`src/rtl/led_ctrl_pkg.sv`:
```
// Shared constants and types for the LED control button sequencer.
package led_ctrl_pkg;

  // Pattern codes understood by the LED pattern generator
  localparam logic [2:0] PAT_KNIGHT  = 3'd0;
  localparam logic [2:0] PAT_WALK    = 3'd1;
  localparam logic [2:0] PAT_EXPAND  = 3'd2;
  localparam logic [2:0] PAT_BLINK   = 3'd3;
  localparam logic [2:0] PAT_ALT     = 3'd4;
  localparam logic [2:0] PAT_MARQUEE = 3'd5;
  localparam logic [2:0] PAT_SPARKLE = 3'd6;
  localparam logic [2:0] PAT_OFF     = 3'd7;

  // Press classifier state encoding
  localparam logic [1:0] ST_IDLE = 2'd0;
  localparam logic [1:0] ST_HELD = 2'd1;
  localparam logic [1:0] ST_LONG = 2'd2;

  // Default timing for a 5 MHz clock
  localparam int unsigned DEF_DEBOUNCE_CYCLES   = 50000;
  localparam int unsigned DEF_LONG_PRESS_CYCLES = 5000000;
  localparam int unsigned DEF_AUTO_PERIOD       = 25000000;

  // One-cycle press events from a classifier
  typedef struct packed {
    logic short_evt;
    logic long_evt;
  } press_evt_t;

  // Counter width able to hold 0..n-1, never narrower than one bit
  function automatic int unsigned cnt_width(input int unsigned n);
    return (n <= 2) ? 1 : $clog2(n);
  endfunction

endpackage

```
`src/rtl/led_ctrl_button_sequencer_btn_debounce.sv`:
```
// Per-button synchroniser, debouncer and short/long press classifier.
module btn_debounce
  import led_ctrl_pkg::*;
#(
  parameter int unsigned DEBOUNCE_CYCLES   = DEF_DEBOUNCE_CYCLES,
  parameter int unsigned LONG_PRESS_CYCLES = DEF_LONG_PRESS_CYCLES
) (
  input  logic       i_clk,
  input  logic       i_rst,
  input  logic       i_btn_raw,
  output press_evt_t o_evt
);

  localparam int unsigned DB_W   = cnt_width(DEBOUNCE_CYCLES);
  localparam int unsigned HOLD_W = cnt_width(LONG_PRESS_CYCLES);
  localparam logic [DB_W-1:0]   DB_MAX   = DB_W'(DEBOUNCE_CYCLES - 1);
  localparam logic [HOLD_W-1:0] HOLD_MAX = HOLD_W'(LONG_PRESS_CYCLES - 1);

  logic              r_sync1;
  logic              r_sync2;
  logic              r_db;
  logic [DB_W-1:0]   r_db_cnt;
  logic [1:0]        r_state;
  logic [1:0]        w_state_nxt;
  logic [HOLD_W-1:0] r_hold;
  logic              w_short_c;
  logic              w_long_c;
  press_evt_t        r_evt;

  // Two-flop synchroniser for the asynchronous button
  always_ff @(posedge i_clk or posedge i_rst) begin
    if (i_rst) begin
      r_sync1 <= 1'b0;
      r_sync2 <= 1'b0;
    end else begin
      r_sync1 <= i_btn_raw;
      r_sync2 <= r_sync1;
    end
  end

  // Debounced level flips only after an unbroken run of disagreement
  always_ff @(posedge i_clk or posedge i_rst) begin
    if (i_rst) begin
      r_db     <= 1'b0;
      r_db_cnt <= '0;
    end else if (r_sync2 != r_db) begin
      if (r_db_cnt == DB_MAX) begin
        r_db     <= r_sync2;
        r_db_cnt <= '0;
      end else begin
        r_db_cnt <= r_db_cnt + DB_W'(1);
      end
    end else begin
      r_db_cnt <= '0;
    end
  end

  // Classifier state register
  always_ff @(posedge i_clk or posedge i_rst) begin
    if (i_rst) r_state <= ST_IDLE;
    else       r_state <= w_state_nxt;
  end

  // Classifier next state and event strobes
  always_comb begin
    w_state_nxt = r_state;
    w_short_c   = 1'b0;
    w_long_c    = 1'b0;
    case (r_state)
      ST_IDLE: begin
        if (r_db) w_state_nxt = ST_HELD;
      end
      ST_HELD: begin
        if (!r_db) begin
          w_state_nxt = ST_IDLE;
          w_short_c   = 1'b1;
        end else if (r_hold == HOLD_MAX) begin
          w_state_nxt = ST_LONG;
          w_long_c    = 1'b1;
        end
      end
      ST_LONG: begin
        if (!r_db) w_state_nxt = ST_IDLE;
      end
      default: w_state_nxt = ST_IDLE;
    endcase
  end

  // Hold counter: zero while idle, counts while held, saturates at the long threshold
  always_ff @(posedge i_clk or posedge i_rst) begin
    if (i_rst) begin
      r_hold <= '0;
    end else if (r_state == ST_IDLE) begin
      r_hold <= '0;
    end else if (r_state == ST_HELD && r_db && r_hold != HOLD_MAX) begin
      r_hold <= r_hold + HOLD_W'(1);
    end
  end

  // Registered one-cycle events
  always_ff @(posedge i_clk or posedge i_rst) begin
    if (i_rst) begin
      r_evt <= '0;
    end else begin
      r_evt.short_evt <= w_short_c;
      r_evt.long_evt  <= w_long_c;
    end
  end

  assign o_evt = r_evt;

endmodule

```
`src/rtl/led_ctrl_button_sequencer.sv`:
```
// Button front end for the LED pattern generator: pattern, pause and speed commands.
// Optional auto pattern cycling is built when AUTO_CYCLE_EN is defined.
module led_ctrl_button_sequencer
  import led_ctrl_pkg::*;
#(
  parameter int unsigned DEBOUNCE_CYCLES   = DEF_DEBOUNCE_CYCLES,
  parameter int unsigned LONG_PRESS_CYCLES = DEF_LONG_PRESS_CYCLES
`ifdef AUTO_CYCLE_EN
  ,
  parameter int unsigned AUTO_PERIOD       = DEF_AUTO_PERIOD
`endif
) (
  input  logic       clk,
  input  logic       rst,
  input  logic       ena,
  input  logic       btn_next_raw,
  input  logic       btn_mode_raw,
  output logic [2:0] pat_sel,
  output logic       speed_sel,
  output logic       pause,
  output logic       auto_active
);

  press_evt_t w_next_evt;
  press_evt_t w_mode_evt;
  logic [2:0] r_pat_sel;
  logic       r_speed_sel;
  logic       r_pause;
  logic       w_adv;

  btn_debounce #(
    .DEBOUNCE_CYCLES  (DEBOUNCE_CYCLES),
    .LONG_PRESS_CYCLES(LONG_PRESS_CYCLES)
  ) u_next (
    .i_clk    (clk),
    .i_rst    (rst),
    .i_btn_raw(btn_next_raw),
    .o_evt    (w_next_evt)
  );

  btn_debounce #(
    .DEBOUNCE_CYCLES  (DEBOUNCE_CYCLES),
    .LONG_PRESS_CYCLES(LONG_PRESS_CYCLES)
  ) u_mode (
    .i_clk    (clk),
    .i_rst    (rst),
    .i_btn_raw(btn_mode_raw),
    .o_evt    (w_mode_evt)
  );

`ifdef AUTO_CYCLE_EN
  localparam int unsigned AUTO_W = cnt_width(AUTO_PERIOD);
  localparam logic [AUTO_W-1:0] AUTO_MAX = AUTO_W'(AUTO_PERIOD - 1);

  logic              r_auto_active;
  logic [AUTO_W-1:0] r_auto_timer;
  logic              w_auto_tick;

  assign w_auto_tick = r_auto_active && !r_pause && (r_auto_timer == AUTO_MAX);
  assign w_adv       = w_next_evt.short_evt || w_auto_tick;

  // Auto mode toggle and advance timer; frozen while paused or disabled
  always_ff @(posedge clk or posedge rst) begin
    if (rst) begin
      r_auto_active <= 1'b0;
      r_auto_timer  <= '0;
    end else if (ena) begin
      if (w_next_evt.long_evt) begin
        r_auto_active <= ~r_auto_active;
        r_auto_timer  <= '0;
      end else if (w_next_evt.short_evt) begin
        r_auto_timer  <= '0;
      end else if (r_auto_active && !r_pause) begin
        if (r_auto_timer == AUTO_MAX) r_auto_timer <= '0;
        else                          r_auto_timer <= r_auto_timer + AUTO_W'(1);
      end
    end
  end

  assign auto_active = r_auto_active;
`else
  // Long presses of the next button are intentionally ignored in this build
  logic w_unused_next_long;
  assign w_unused_next_long = w_next_evt.long_evt;
  assign w_adv              = w_next_evt.short_evt;
  assign auto_active        = 1'b0;
`endif

  // Command registers; events arriving while ena is low are dropped
  always_ff @(posedge clk or posedge rst) begin
    if (rst) begin
      r_pat_sel   <= PAT_OFF;
      r_pause     <= 1'b0;
      r_speed_sel <= 1'b0;
    end else if (ena) begin
      if (w_adv)                r_pat_sel   <= r_pat_sel + 3'd1;
      if (w_mode_evt.short_evt) r_pause     <= ~r_pause;
      if (w_mode_evt.long_evt)  r_speed_sel <= ~r_speed_sel;
    end
  end

  assign pat_sel   = r_pat_sel;
  assign speed_sel = r_speed_sel;
  assign pause     = r_pause;

endmodule

```
`config.mk`:
```
export PLATFORM = sky130hd
export DESIGN_NAME = led_ctrl_button_sequencer
export DESIGN_NICKNAME = d
export VERILOG_FILES = /design/src/rtl/led_ctrl_pkg.sv /design/src/rtl/led_ctrl_button_sequencer_btn_debounce.sv /design/src/rtl/led_ctrl_button_sequencer.sv
export SDC_FILE = /design/constraint.sdc
export NUM_CORES = 1
export LEC_CHECK = 0
export BUFFER_PORTS_ARGS = -buffer_cell sky130_fd_sc_hd__clkbuf_2
export CAP_MARGIN = 0
export CORE_ASPECT_RATIO = 0.9
export CORE_UTILIZATION = 62
export CTS_CLUSTER_DIAMETER = 40
export DETAILED_ROUTE_END_ITERATION = 10
export PLACE_DENSITY = 0.76
export SLEW_MARGIN = 5
export SYNTH_ARGS = -nofsm -noshare
export SYNTH_HDL_FRONTEND = slang
export SYNTH_HIERARCHICAL = 1
export SYNTH_SLANG_ARGS = --single-unit
```
`constraint.sdc`:
```
create_clock -name clk -period 2.55 [get_ports clk]
set_input_delay 0.1275 -clock clk [delete_from_list [all_inputs] [get_ports clk]]
set_output_delay 0.1275 -clock clk [all_outputs]
set_load 0.02 [all_outputs]
```
==> results of run 1 <==
==> placed cells by master, fill, tap and decap left out, types with 4 or more instances in the layout <==
| cell type | instances |
|---|---|
| sky130_fd_sc_hd__dfrtp_1 | 93 |
| sky130_fd_sc_hd__nand2_1 | 60 |
| sky130_fd_sc_hd__nor2_1 | 41 |
| sky130_fd_sc_hd__xnor2_1 | 26 |
| sky130_fd_sc_hd__nand3_1 | 26 |
| sky130_fd_sc_hd__mux2i_1 | 22 |
| sky130_fd_sc_hd__nand4_1 | 18 |
| sky130_fd_sc_hd__nor4_1 | 16 |
| sky130_fd_sc_hd__a21oi_1 | 16 |
| sky130_fd_sc_hd__inv_1 | 12 |
| sky130_fd_sc_hd__or3_1 | 11 |
| sky130_fd_sc_hd__nor3_1 | 11 |
| sky130_fd_sc_hd__and3_1 | 10 |
| sky130_fd_sc_hd__or4_1 | 10 |
| sky130_fd_sc_hd__xor2_1 | 10 |
| sky130_fd_sc_hd__clkbuf_8 | 9 |
| sky130_fd_sc_hd__clkbuf_2 | 9 |
| sky130_fd_sc_hd__o21ai_0 | 9 |
| sky130_fd_sc_hd__nand2b_1 | 8 |
| sky130_fd_sc_hd__o31ai_1 | 6 |
| sky130_fd_sc_hd__ha_1 | 5 |
| sky130_fd_sc_hd__buf_4 | 5 |
| sky130_fd_sc_hd__nand4b_1 | 4 |
| sky130_fd_sc_hd__nor4b_1 | 4 |
| sky130_fd_sc_hd__nor3b_1 | 4 |
| sky130_fd_sc_hd__nor4bb_1 | 4 |
| sky130_fd_sc_hd__o211ai_1 | 4 |
==> routing by layer <==
layer  track usage  vias up
li1              -     1829
met2        0.3935       53
met4       0.07598        0
met3       0.04737       15
met5             0        -
met1        0.3445     1857
==> registers in the layout (all words and copies together) (netlist names) <==
signal           count
pat_sel              3
pause                1
speed_sel            1
u_mode/o_evt         2
u_mode/r_db          1
u_mode/r_db_cnt     16
u_mode/r_hold       23
u_mode/r_state       2
u_mode/r_sync1       1
u_mode/r_sync2       1
u_next/o_evt         1
u_next/r_db          1
u_next/r_db_cnt     16
u_next/r_hold       23
u_next/r_state       2
u_next/r_sync1       1
u_next/r_sync2       1
==> metrics by stage <==
stage	setup slack [ns]	cell area, um^2
after detailed placement	0.5133	5037
final	0.4675	5254
after global routing	0.3273	5254
after floorplan	0.7072	4911
after global placement	0.5825	5037
after CTS	0.4881	5254
==> power by group through the flow <==
| stage | Combinational [mW] | Clock (mW) | Sequential, mW |
|---|---|---|---|
| 2_1_floorplan | 0.0419 | 0 | 1.57 |
| 3_3_place_gp | 0.0574 | 0 | 1.57 |
| 3_5_place_dp | 0.0591 | 0 | 1.57 |
| 4_1_cts | 0.0631 | 0.984 | 1.54 |
| 5_1_grt | 0.0715 | 1.04 | 1.54 |
| 6_report | 0.0599 | 0.948 | 1.54 |
==> worst max-delay path by stage <==
stage	end	start	cells after the start	slack, ns
after detailed placement	u_next/r_hold[1]$_DFFE_PP0P_	u_next/r_hold[0]$_DFFE_PP0P_	5	0.51
final	u_mode/r_state[0]$_DFFE_PP0P_	u_mode/r_hold[0]$_DFFE_PP0P_	5	0.47
after floorplan	u_mode/r_hold[14]$_DFFE_PP0P_	u_mode/r_hold[0]$_DFFE_PP0P_	6	0.71
after global routing	u_next/r_hold[1]$_DFFE_PP0P_	u_next/r_hold[0]$_DFFE_PP0P_	5	0.33
after CTS	u_next/r_hold[1]$_DFFE_PP0P_	u_next/r_hold[0]$_DFFE_PP0P_	5	0.49
after global placement	u_next/r_hold[0]$_DFFE_PP0P_	u_next/r_hold[0]$_DFFE_PP0P_	5	0.58
==> tightest hold or removal path: cells and delay by family <==
family,cells,cell delay [ns]
buffers and inverters,1,0.12
XOR/XNOR,1,0.07
AND/OR/NAND/NOR,1,0.10
==> area by class of cell <==
type                       count  share of cell area
sequential                    96              0.4580
clock buffer                   9             0.02358
multi-input combinational    370              0.4523
tap                           96             0.02286
inverter                      14             0.01000
timing repair buffer          17             0.02143
clock inverter                 7             0.01191
==> reports/summary.log, run 1 <==
INFO  logic_synthesis cell_area_after_synthesis=0.004911mm^2
INFO  drt            drtPass1Iterations=4
INFO  clock_tree     clk-insertion-delay-late=0.36ns
INFO  drt            violation_count_after_the_first_detailed_routing_iteration=129
INFO  clock_tree     cts.hold.buffers_added=3
INFO  clock_tree     post_cts_resized=0
INFO  place          globalplace.congestion=0.8442
INFO  clock_tree     clock_tree_from_tritoncts=built
INFO  sta            grt_setup_unrepaired=false
INFO  sta            fin_worst_hold_slack=0.05279ns
INFO  floorplan      fp.dieH=86.43um
INFO  power          clock_power_share=0.372
INFO  min_path       timing.hold.worst.start=ena
INFO  worst_setup_path crit_required=2.76ns
INFO  floorplan      floorplan.initialDensity=0.6445
INFO  drt            vias_per_cell=6.164
INFO  cells_and_area p_r_area_growth_vs_syn=6.981%
INFO  power          combinationalPowerShare=0.024
INFO  logic_synthesis synth_area_per_inst=9.861um^2
INFO  drt            routed_length_on_met1=4.433mm
INFO  worst_setup_path cpMaxStageDelayCell=sky130_fd_sc_hd__or4_1
INFO  clock_tree     cts_made_buffers=9
INFO  floorplan      rows=30
INFO  floorplan      placeableCoreArea=0.007620mm^2
INFO  floorplan      dieArea=0.008281mm^2
INFO  power          seqPwrFrac=0.604
INFO  worst_setup_path timing.critical_path.cells=ha_1, nand3_1, or4_1, o21ai_1, a21boi_0
INFO  logic_synthesis post_synth_inst_count=498
INFO  min_path       worst_hold_path.endpoint=pat_sel[0]$_DFFE_PP1P_
INFO  logic_synthesis syn_nets=508
INFO  drt            final_antenna_net_count=0
INFO  cells_and_area multiInputGateArea=0.002376mm^2
INFO  worst_setup_path crit_path_end_kind=flip-flop
INFO  sta            finalSetupViolations=0
INFO  sta            final.setup_skew=0.01604ns
INFO  worst_setup_path timing.critical_path.arrival=2.29ns
INFO  power          total_switching_power=626.4uW
INFO  sta            fin_crit_sh=0.8167
INFO  worst_setup_path worst_path_dominant_cell_family=simple AND/OR/NAND/NOR gates
INFO  global_routing overflow=0
INFO  global_routing first_global_vias=3416
INFO  sta            report.final.hold_viol_count=0
INFO  clock_tree     clock_tree.htree_level_count=3
INFO  drt            highest_metal_layer_with_signal_wires=met4
INFO  worst_setup_path cp.buffers_inverters=0
INFO  clock_tree     cts.sink_count=96
INFO  logic_synthesis ys_warn_count=6
INFO  worst_setup_path cp_slowest_stage_delay=0.63ns
INFO  worst_setup_path rr_endpoint=u_mode/r_state[0]$_DFFE_PP0P_
INFO  drt            route.final.wire_length=9.463mm
INFO  job            max_capacitance_violation_count=0
INFO  cells_and_area antenna_cells_inserted=0
INFO  cells_and_area share_of_layout_cells_above_drive_strength_1=0.09357
INFO  global_routing grt_start_max_net_pins=47
INFO  power          switching_share=0.2458
INFO  global_routing grt_antenna_before_repair=0
INFO  global_routing groute.usage.overall=0.2473
INFO  clock_tree     clk_transition_reported_paths=0.10ns
INFO  clock_tree     cts-root-to-sink-buffers=2
INFO  worst_setup_path timing_worst_setup_path_type=flip-flop to flip-flop
INFO  place          detailedPlacementHpwl=6.330mm
INFO  clock_tree     postCtsSetupRepairBufs=0
INFO  worst_setup_path crit_path_max_fanout=6
INFO  power          p_per_area=485.1mW/mm^2
INFO  cells_and_area finish.net_count=518
INFO  power          ir_drop_worst_vdd=326.2uV
INFO  floorplan      top_level_ports=11
INFO  sta            timing.max_slew.rel_slack=0.3018
INFO  worst_setup_path critical_path.reg2reg.startpoint=u_mode/r_hold[0]$_DFFE_PP0P_
INFO  floorplan      die_width=95.82um
INFO  drt            routed_wire_length_per_instance=15.54um
INFO  place          port_buffers=9
INFO  cells_and_area postLayoutCoreUtil=0.6895
INFO  drt            met3RoutedLength=298um
INFO  power          p_int=1.922mW
INFO  cells_and_area stdcell_count=609
INFO  power          static_power_due_to_leakage=2.205nW
INFO  clock_tree     clockRootBuffer=sky130_fd_sc_hd__clkbuf_8
INFO  worst_setup_path start_kind=flip-flop
INFO  min_path       hold_class=input port to flip-flop
INFO  cells_and_area fillCellCount=584
INFO  worst_setup_path rr_worst_depth=5
INFO  run_status     outcome=complete, no violations
INFO  worst_setup_path reg2reg_slack=0.47ns
INFO  drt            dr_total_vias=3754
INFO  global_routing wire_length_of_the_first_global_routing_pass=15.91mm
INFO  min_path       worstHoldPathCells=3
INFO  sta            slew_violations=0
INFO  sta            setup_tns=0ns
INFO  drt            met2_wirelength=4.611mm
INFO  place          dpl.cell_count=590
INFO  cells_and_area ff_latch_area=0.002406mm^2
INFO  sta            worst-slew-pin-transition=1.041ns
INFO  sta            max_freq=0.4802GHz
INFO  sta            final_period_minus_worst_setup_slack=2.083ns
INFO  power          post-layout-total-power=2.548mW
INFO  drt            drc=0
No activity file was read; power rests on OpenSTA's default activity.
==> inputs of run 2 (changes only) <==
CORE_UTILIZATION = 56   (was 62)
PLACE_DENSITY = 0.72   (was 0.76)
clock period = 1.9 ns   (was 2.55 ns; I/O delays follow)
==> reports/summary.log, run 2 (synthesis results as in run 1) <==
INFO  run_status     outcome=complete, no violations
INFO  global_routing grt_start_max_net_pins=31
INFO  cells_and_area registers_with_the_most_flip_flops=u_mode/r_hold (23), u_next/r_hold (23)
INFO  worst_setup_path timing_worst_setup_path_type=flip-flop to flip-flop
INFO  cells_and_area postLayoutCoreUtil=0.6601
INFO  clock_tree     clock_tree_from_tritoncts=built
INFO  global_routing first_global_vias=3765
INFO  clock_tree     cts_made_buffers=9
INFO  worst_setup_path startpoint=u_next/r_hold[1]$_DFFE_PP0P_
INFO  sta            fin_crit_sh=0.9603
INFO  clock_tree     clk-insertion-delay-late=0.36ns
INFO  drt            violation_count_after_the_first_detailed_routing_iteration=104
INFO  job            max_capacitance_violation_count=0
INFO  sta            slew_violations=0
INFO  sta            grt_setup_unrepaired=true
INFO  cells_and_area layout_commonest_cell=sky130_fd_sc_hd__dfrtp_1
INFO  place          globalplace.congestion=0.8792
INFO  floorplan      top_level_ports=11
INFO  drt            vias_per_cell=5.682
INFO  worst_setup_path timing.critical_path.arrival=2.10ns
INFO  sta            final_period_minus_worst_setup_slack=1.825ns
INFO  worst_setup_path crit_path_end_kind=flip-flop
INFO  floorplan      fp.dieH=90.84um
INFO  place          port_buffers=9
INFO  worst_setup_path start_kind=flip-flop
INFO  worst_setup_path rr_endpoint=u_next/r_hold[2]$_DFFE_PP0P_
INFO  cells_and_area layout.cells.most_common_list=sky130_fd_sc_hd__dfrtp_1, sky130_fd_sc_hd__nand2_1, sky130_fd_sc_hd__nor2_1, sky130_fd_sc_hd__buf_4, sky130_fd_sc_hd__xnor2_1
INFO  place          dpl.cell_count=648
INFO  global_routing grt_antenna_before_repair=0
INFO  worst_setup_path rr_worst_depth=5
INFO  drt            drc=0
INFO  sta            finalSetupViolations=0
INFO  floorplan      dieArea=0.009149mm^2
INFO  power          static_power_due_to_leakage=2.401nW
INFO  worst_setup_path crit_path_max_fanout=4
INFO  clock_tree     clockRootBuffer=sky130_fd_sc_hd__clkbuf_8
INFO  sta            report.final.hold_viol_count=0
INFO  sta            max_freq=0.5481GHz
INFO  floorplan      placeableCoreArea=0.008528mm^2
INFO  worst_setup_path crit_end=u_next/r_hold[2]$_DFFE_PP0P_
INFO  clock_tree     cts-root-to-sink-buffers=2
INFO  global_routing overflow=0
INFO  clock_tree     postCtsSetupRepairBufs=0
INFO  power          post-layout-total-power=3.603mW
INFO  floorplan      rows=32
INFO  global_routing groute.usage.overall=0.2320
INFO  min_path       hold_class=input port to flip-flop
INFO  sta            final.setup_skew=0.01090ns
INFO  power          p_per_area=640.0mW/mm^2
INFO  floorplan      die_width=100.7um
INFO  worst_setup_path crit_required=2.17ns
INFO  cells_and_area p_r_area_growth_vs_syn=14.62%
INFO  drt            final_antenna_net_count=0
INFO  drt            drtPass1Iterations=4
INFO  drt            routed_wire_length_per_instance=14.58um
INFO  clock_tree     clk_transition_reported_paths=0.08ns
INFO  global_routing wire_length_of_the_first_global_routing_pass=16.92mm
INFO  cells_and_area antenna_cells_inserted=0
INFO  cells_and_area stdcell_count=667
INFO  power          ir_drop_worst_vdd=460.6uV
INFO  place          detailedPlacementHpwl=7.028mm
INFO  clock_tree     clock_tree.htree_level_count=3
INFO  cells_and_area finish.net_count=553
INFO  drt            dr_total_vias=3790
INFO  sta            timing.max_slew.rel_slack=0.5898
INFO  floorplan      floorplan.initialDensity=0.5759
INFO  clock_tree     cts.sink_count=96
INFO  drt            route.final.wire_length=9.727mm
INFO  sta            worst-slew-pin-transition=0.6115ns
INFO  cells_and_area share_of_layout_cells_above_drive_strength_1=0.1642
INFO  worst_setup_path critical_path.reg2reg.startpoint=u_next/r_hold[1]$_DFFE_PP0P_
INFO  worst_setup_path reg2reg_slack=0.08ns
## run 2: worst max-delay path, stage by stage (launching register included)
cell                       delay, ns
sky130_fd_sc_hd__dfrtp_1        0.39
sky130_fd_sc_hd__ha_1           0.21
sky130_fd_sc_hd__nand3_2        0.13
sky130_fd_sc_hd__or4_4          0.55
sky130_fd_sc_hd__o211ai_1       0.24
sky130_fd_sc_hd__mux2i_1        0.23
## run 2: where the power goes
part	switching (mW)	internal (mW)	total [mW]
Sequential	0.0106	2.06	2.07
Clock	0.664	0.778	1.44
Combinational	0.0642	0.0297	0.0939
Total	0.739	2.86	3.60
## run 2: worst min-delay path by stage
| stage | start | to | depth (start not counted) |
|---|---|---|---|
| 2_1_floorplan | rst | pause$_DFFE_PP0P_ | 1 |
| 6_report | ena | speed_sel$_DFFE_PP0P_ | 3 |
| 5_1_grt | ena | speed_sel$_DFFE_PP0P_ | 3 |
| 3_3_place_gp | rst | pause$_DFFE_PP0P_ | 2 |
| 4_1_cts | ena | speed_sel$_DFFE_PP0P_ | 3 |
| 3_5_place_dp | rst | pause$_DFFE_PP0P_ | 2 |
## run 2: area by class of cell
type                       instances  area, um^2
sequential                        96        2407
tap                              119       148.9
clock inverter                     3       65.06
multi-input combinational        370        2419
inverter                          14       52.55
timing repair buffer              52       387.9
fill                             684        2899
clock buffer                      13       148.9
## run 2: timing repair
item | 4_1_cts | 5_1_grt
pin swaps | 0 | 3
hold endpoints to repair | 47 | 0
resized for setup | 0 | 12
endpoints found under the setup margin | 4 | 18
hold buffers | 3 | 0
## run 2: per-stage QoR
step | instance area (um^2) | worst slack, ns | TNS (ns) | hold slack [ns]
2_1_floorplan | 4911 | 0.05722 | 0 | -0.1287
3_3_place_gp | 5341 | 0.09069 | 0 | 0.01328
3_5_place_dp | 5341 | 0.006619 | 0 | 0.02247
4_1_cts | 5585 | -0.01419 | -0.04144 | 0.02542
5_1_grt | 5629 | -0.007375 | -0.01176 | 0.02693
6_report | 5629 | 0.07547 | 0 | 0.04366
## run 2: routing by layer
layer	vias to the layer above	GRT usage	wire [um]
met5	-	0	0
met4	0	0.07367	172
met3	18	0.05341	291
met2	58	0.3807	4770
met1	1830	0.3042	4494
li1	1884	-	-
==> inputs of run 3 (changes only) <==
CORE_UTILIZATION = 60   (was 56)
PLACE_DENSITY = 0.74   (was 0.72)
clock period = 2.01 ns   (was 1.9 ns; I/O delays follow)
==> reports/summary.log, run 3 (synthesis results as in run 1) <==
INFO  run_status     outcome=complete, no violations
INFO  drt            final_antenna_net_count=0
INFO  power          static_power_due_to_leakage=2.309nW
INFO  cells_and_area share_of_layout_cells_above_drive_strength_1=0.1323
INFO  global_routing groute.usage.overall=0.2438
INFO  floorplan      rows=30
INFO  cells_and_area fillCellCount=585
INFO  sta            worst-slew-pin-transition=0.6474ns
INFO  clock_tree     clock_tree_from_tritoncts=built
INFO  cells_and_area ff_latch_area=0.002406mm^2
INFO  drt            drtPass1Iterations=5
INFO  clock_tree     cts-root-to-sink-buffers=2
INFO  floorplan      top_level_ports=11
INFO  global_routing first_global_vias=3647
INFO  sta            finalSetupViolations=0
INFO  worst_setup_path start_kind=flip-flop
INFO  drt            violation_count_after_the_first_detailed_routing_iteration=163
INFO  clock_tree     clk-insertion-delay-late=0.37ns
INFO  place          detailedPlacementHpwl=6.889mm
INFO  place          globalplace.congestion=0.8947
INFO  power          post-layout-total-power=3.197mW
INFO  clock_tree     clk_transition_reported_paths=0.10ns
INFO  floorplan      die_width=97.37um
INFO  worst_setup_path crit_end=u_mode/r_hold[6]$_DFFE_PP0P_
INFO  sta            max_freq=0.5112GHz
INFO  place          port_buffers=9
INFO  floorplan      dieArea=0.008552mm^2
INFO  drt            dr_total_vias=3822
INFO  floorplan      placeableCoreArea=0.007732mm^2
INFO  cells_and_area antenna_cells_inserted=0
INFO  worst_setup_path startpoint=u_mode/r_hold[0]$_DFFE_PP0P_
INFO  worst_setup_path reg2reg_slack=0.05ns
INFO  sta            setup_tns=0ns
INFO  worst_setup_path timing_worst_setup_path_type=flip-flop to flip-flop
INFO  worst_setup_path timing.critical_path.arrival=2.26ns
INFO  sta            fin_crit_sh=0.9731
INFO  clock_tree     clockRootBuffer=sky130_fd_sc_hd__clkbuf_8
INFO  global_routing overflow=0
INFO  cells_and_area finish.net_count=534
INFO  global_routing wire_length_of_the_first_global_routing_pass=16.77mm
INFO  drt            vias_per_cell=6.115
INFO  worst_setup_path rr_worst_depth=6
INFO  sta            final_period_minus_worst_setup_slack=1.956ns
INFO  worst_setup_path crit_path_end_kind=flip-flop
INFO  worst_setup_path crit_path_max_fanout=5
INFO  sta            slew_violations=0
INFO  min_path       hold_class=input port to flip-flop
INFO  cells_and_area p_r_area_growth_vs_syn=10.17%
INFO  drt            routed_wire_length_per_instance=15.60um
INFO  cells_and_area registers_with_the_most_flip_flops=u_mode/r_hold (23), u_next/r_hold (23)
INFO  sta            final.setup_skew=0.01062ns
INFO  drt            route.final.wire_length=9.752mm
INFO  floorplan      floorplan.initialDensity=0.6351
INFO  cells_and_area multiInputGateArea=0.002410mm^2
INFO  power          p_per_area=590.8mW/mm^2
INFO  worst_setup_path crit_required=2.31ns
INFO  job            max_capacitance_violation_count=0
INFO  sta            fin_worst_hold_slack=0.01318ns
INFO  cells_and_area stdcell_count=625
INFO  cells_and_area layout.cells.most_common_list=sky130_fd_sc_hd__dfrtp_1, sky130_fd_sc_hd__nand2_1, sky130_fd_sc_hd__nor2_1, sky130_fd_sc_hd__xnor2_1, sky130_fd_sc_hd__nand3_1
INFO  clock_tree     clock_tree.htree_level_count=3
INFO  clock_tree     cts.sink_count=96
INFO  worst_setup_path rr_endpoint=u_mode/r_hold[6]$_DFFE_PP0P_
INFO  drt            drc=0
INFO  clock_tree     cts_made_buffers=9
INFO  place          dpl.cell_count=605
INFO  cells_and_area layout_commonest_cell=sky130_fd_sc_hd__dfrtp_1
INFO  worst_setup_path critical_path.reg2reg.startpoint=u_mode/r_hold[0]$_DFFE_PP0P_
INFO  power          ir_drop_worst_vdd=481.4uV
INFO  floorplan      fp.dieH=87.83um
INFO  sta            report.final.hold_viol_count=0
INFO  global_routing grt_start_max_net_pins=27
INFO  global_routing grt_antenna_before_repair=0
INFO  sta            timing.max_slew.rel_slack=0.5572
==> run 3: changes by cell type in the layout (fill, tap and decap cells not counted), moves of 2 or more <==
cell / before / now
sky130_fd_sc_hd__buf_4: 39 / 20
sky130_fd_sc_hd__inv_6: 0 / 4
sky130_fd_sc_hd__clkbuf_1: 3 / 0
sky130_fd_sc_hd__bufinv_16: 2 / 0
sky130_fd_sc_hd__nor4_2: 4 / 2
==> run 3: power by group <==
part | leakage [nW] | total [mW] | switching (mW) | internal (mW)
clock | 0.0908 | 1.16 | 0.697 | 0.463
sequential | 1.32 | 1.95 | 0.00964 | 1.94
combinational | 0.901 | 0.0839 | 0.0604 | 0.0235
==> run 3: how the worst min path moves through the flow <==
stage                     slack, ns  from  depth (start not counted)                      to
after floorplan               -0.12   rst                          1       pause$_DFFE_PP0P_
after global placement         0.02   rst                          2   speed_sel$_DFFE_PP0P_
after detailed placement       0.02   rst                          2       pause$_DFFE_PP0P_
after CTS                     0.007   ena                          3  pat_sel[2]$_DFFE_PP1P_
after global routing           0.01   ena                          3  pat_sel[2]$_DFFE_PP1P_
final                          0.01   ena                          3  pat_sel[2]$_DFFE_PP1P_
==> run 3: cell type report <==
class / instances / area share
Clock inverter: 7 / 0.009713
Multi-Input combinational cell: 370 / 0.4454
Inverter: 14 / 0.009713
Clock buffer: 9 / 0.02290
Sequential cell: 96 / 0.4447
Timing Repair Buffer: 33 / 0.04533
Tap cell: 96 / 0.02220
==> run 3: what timing repair did <==
item | 4_1_cts | 5_1_grt
setup endpoints to repair | 0 | 15
setup buffers | 0 | 1
hold buffers | 3 | 0
gates resized for setup | 0 | 8
endpoints found under the hold margin | 39 | 0
==> run 3: critical path, cell delays in order (launching register included) <==
cell and delay [ns]:
sky130_fd_sc_hd__dfrtp_1 0.43, sky130_fd_sc_hd__ha_1 0.24, sky130_fd_sc_hd__nand3_1 0.15, sky130_fd_sc_hd__buf_4 0.17, sky130_fd_sc_hd__nor4_4 0.05, sky130_fd_sc_hd__a2111oi_0 0.60, sky130_fd_sc_hd__mux2i_1 0.26
==> run 3: per-layer routing <==
layer / track usage / wire length, um / up-vias
met5: 0 / 0 / -
li1: - / - / 1854
met1: 0.3240 / 4443 / 1855
met4: 0.08422 / 154 / 0
met2: 0.4037 / 4684 / 97
met3: 0.05188 / 469 / 16
==> run 3: through the flow <==
stage               utilization  setup slack (ns)  cell area [um^2]
finish                   0.6997           0.05399              5410
global route             0.6997          -0.08507              5410
CTS                      0.6943           0.04847              5369
detailed placement       0.6676           0.06660              5162
global placement         0.6676            0.1676              5162
floorplan                     -            0.1672              4911
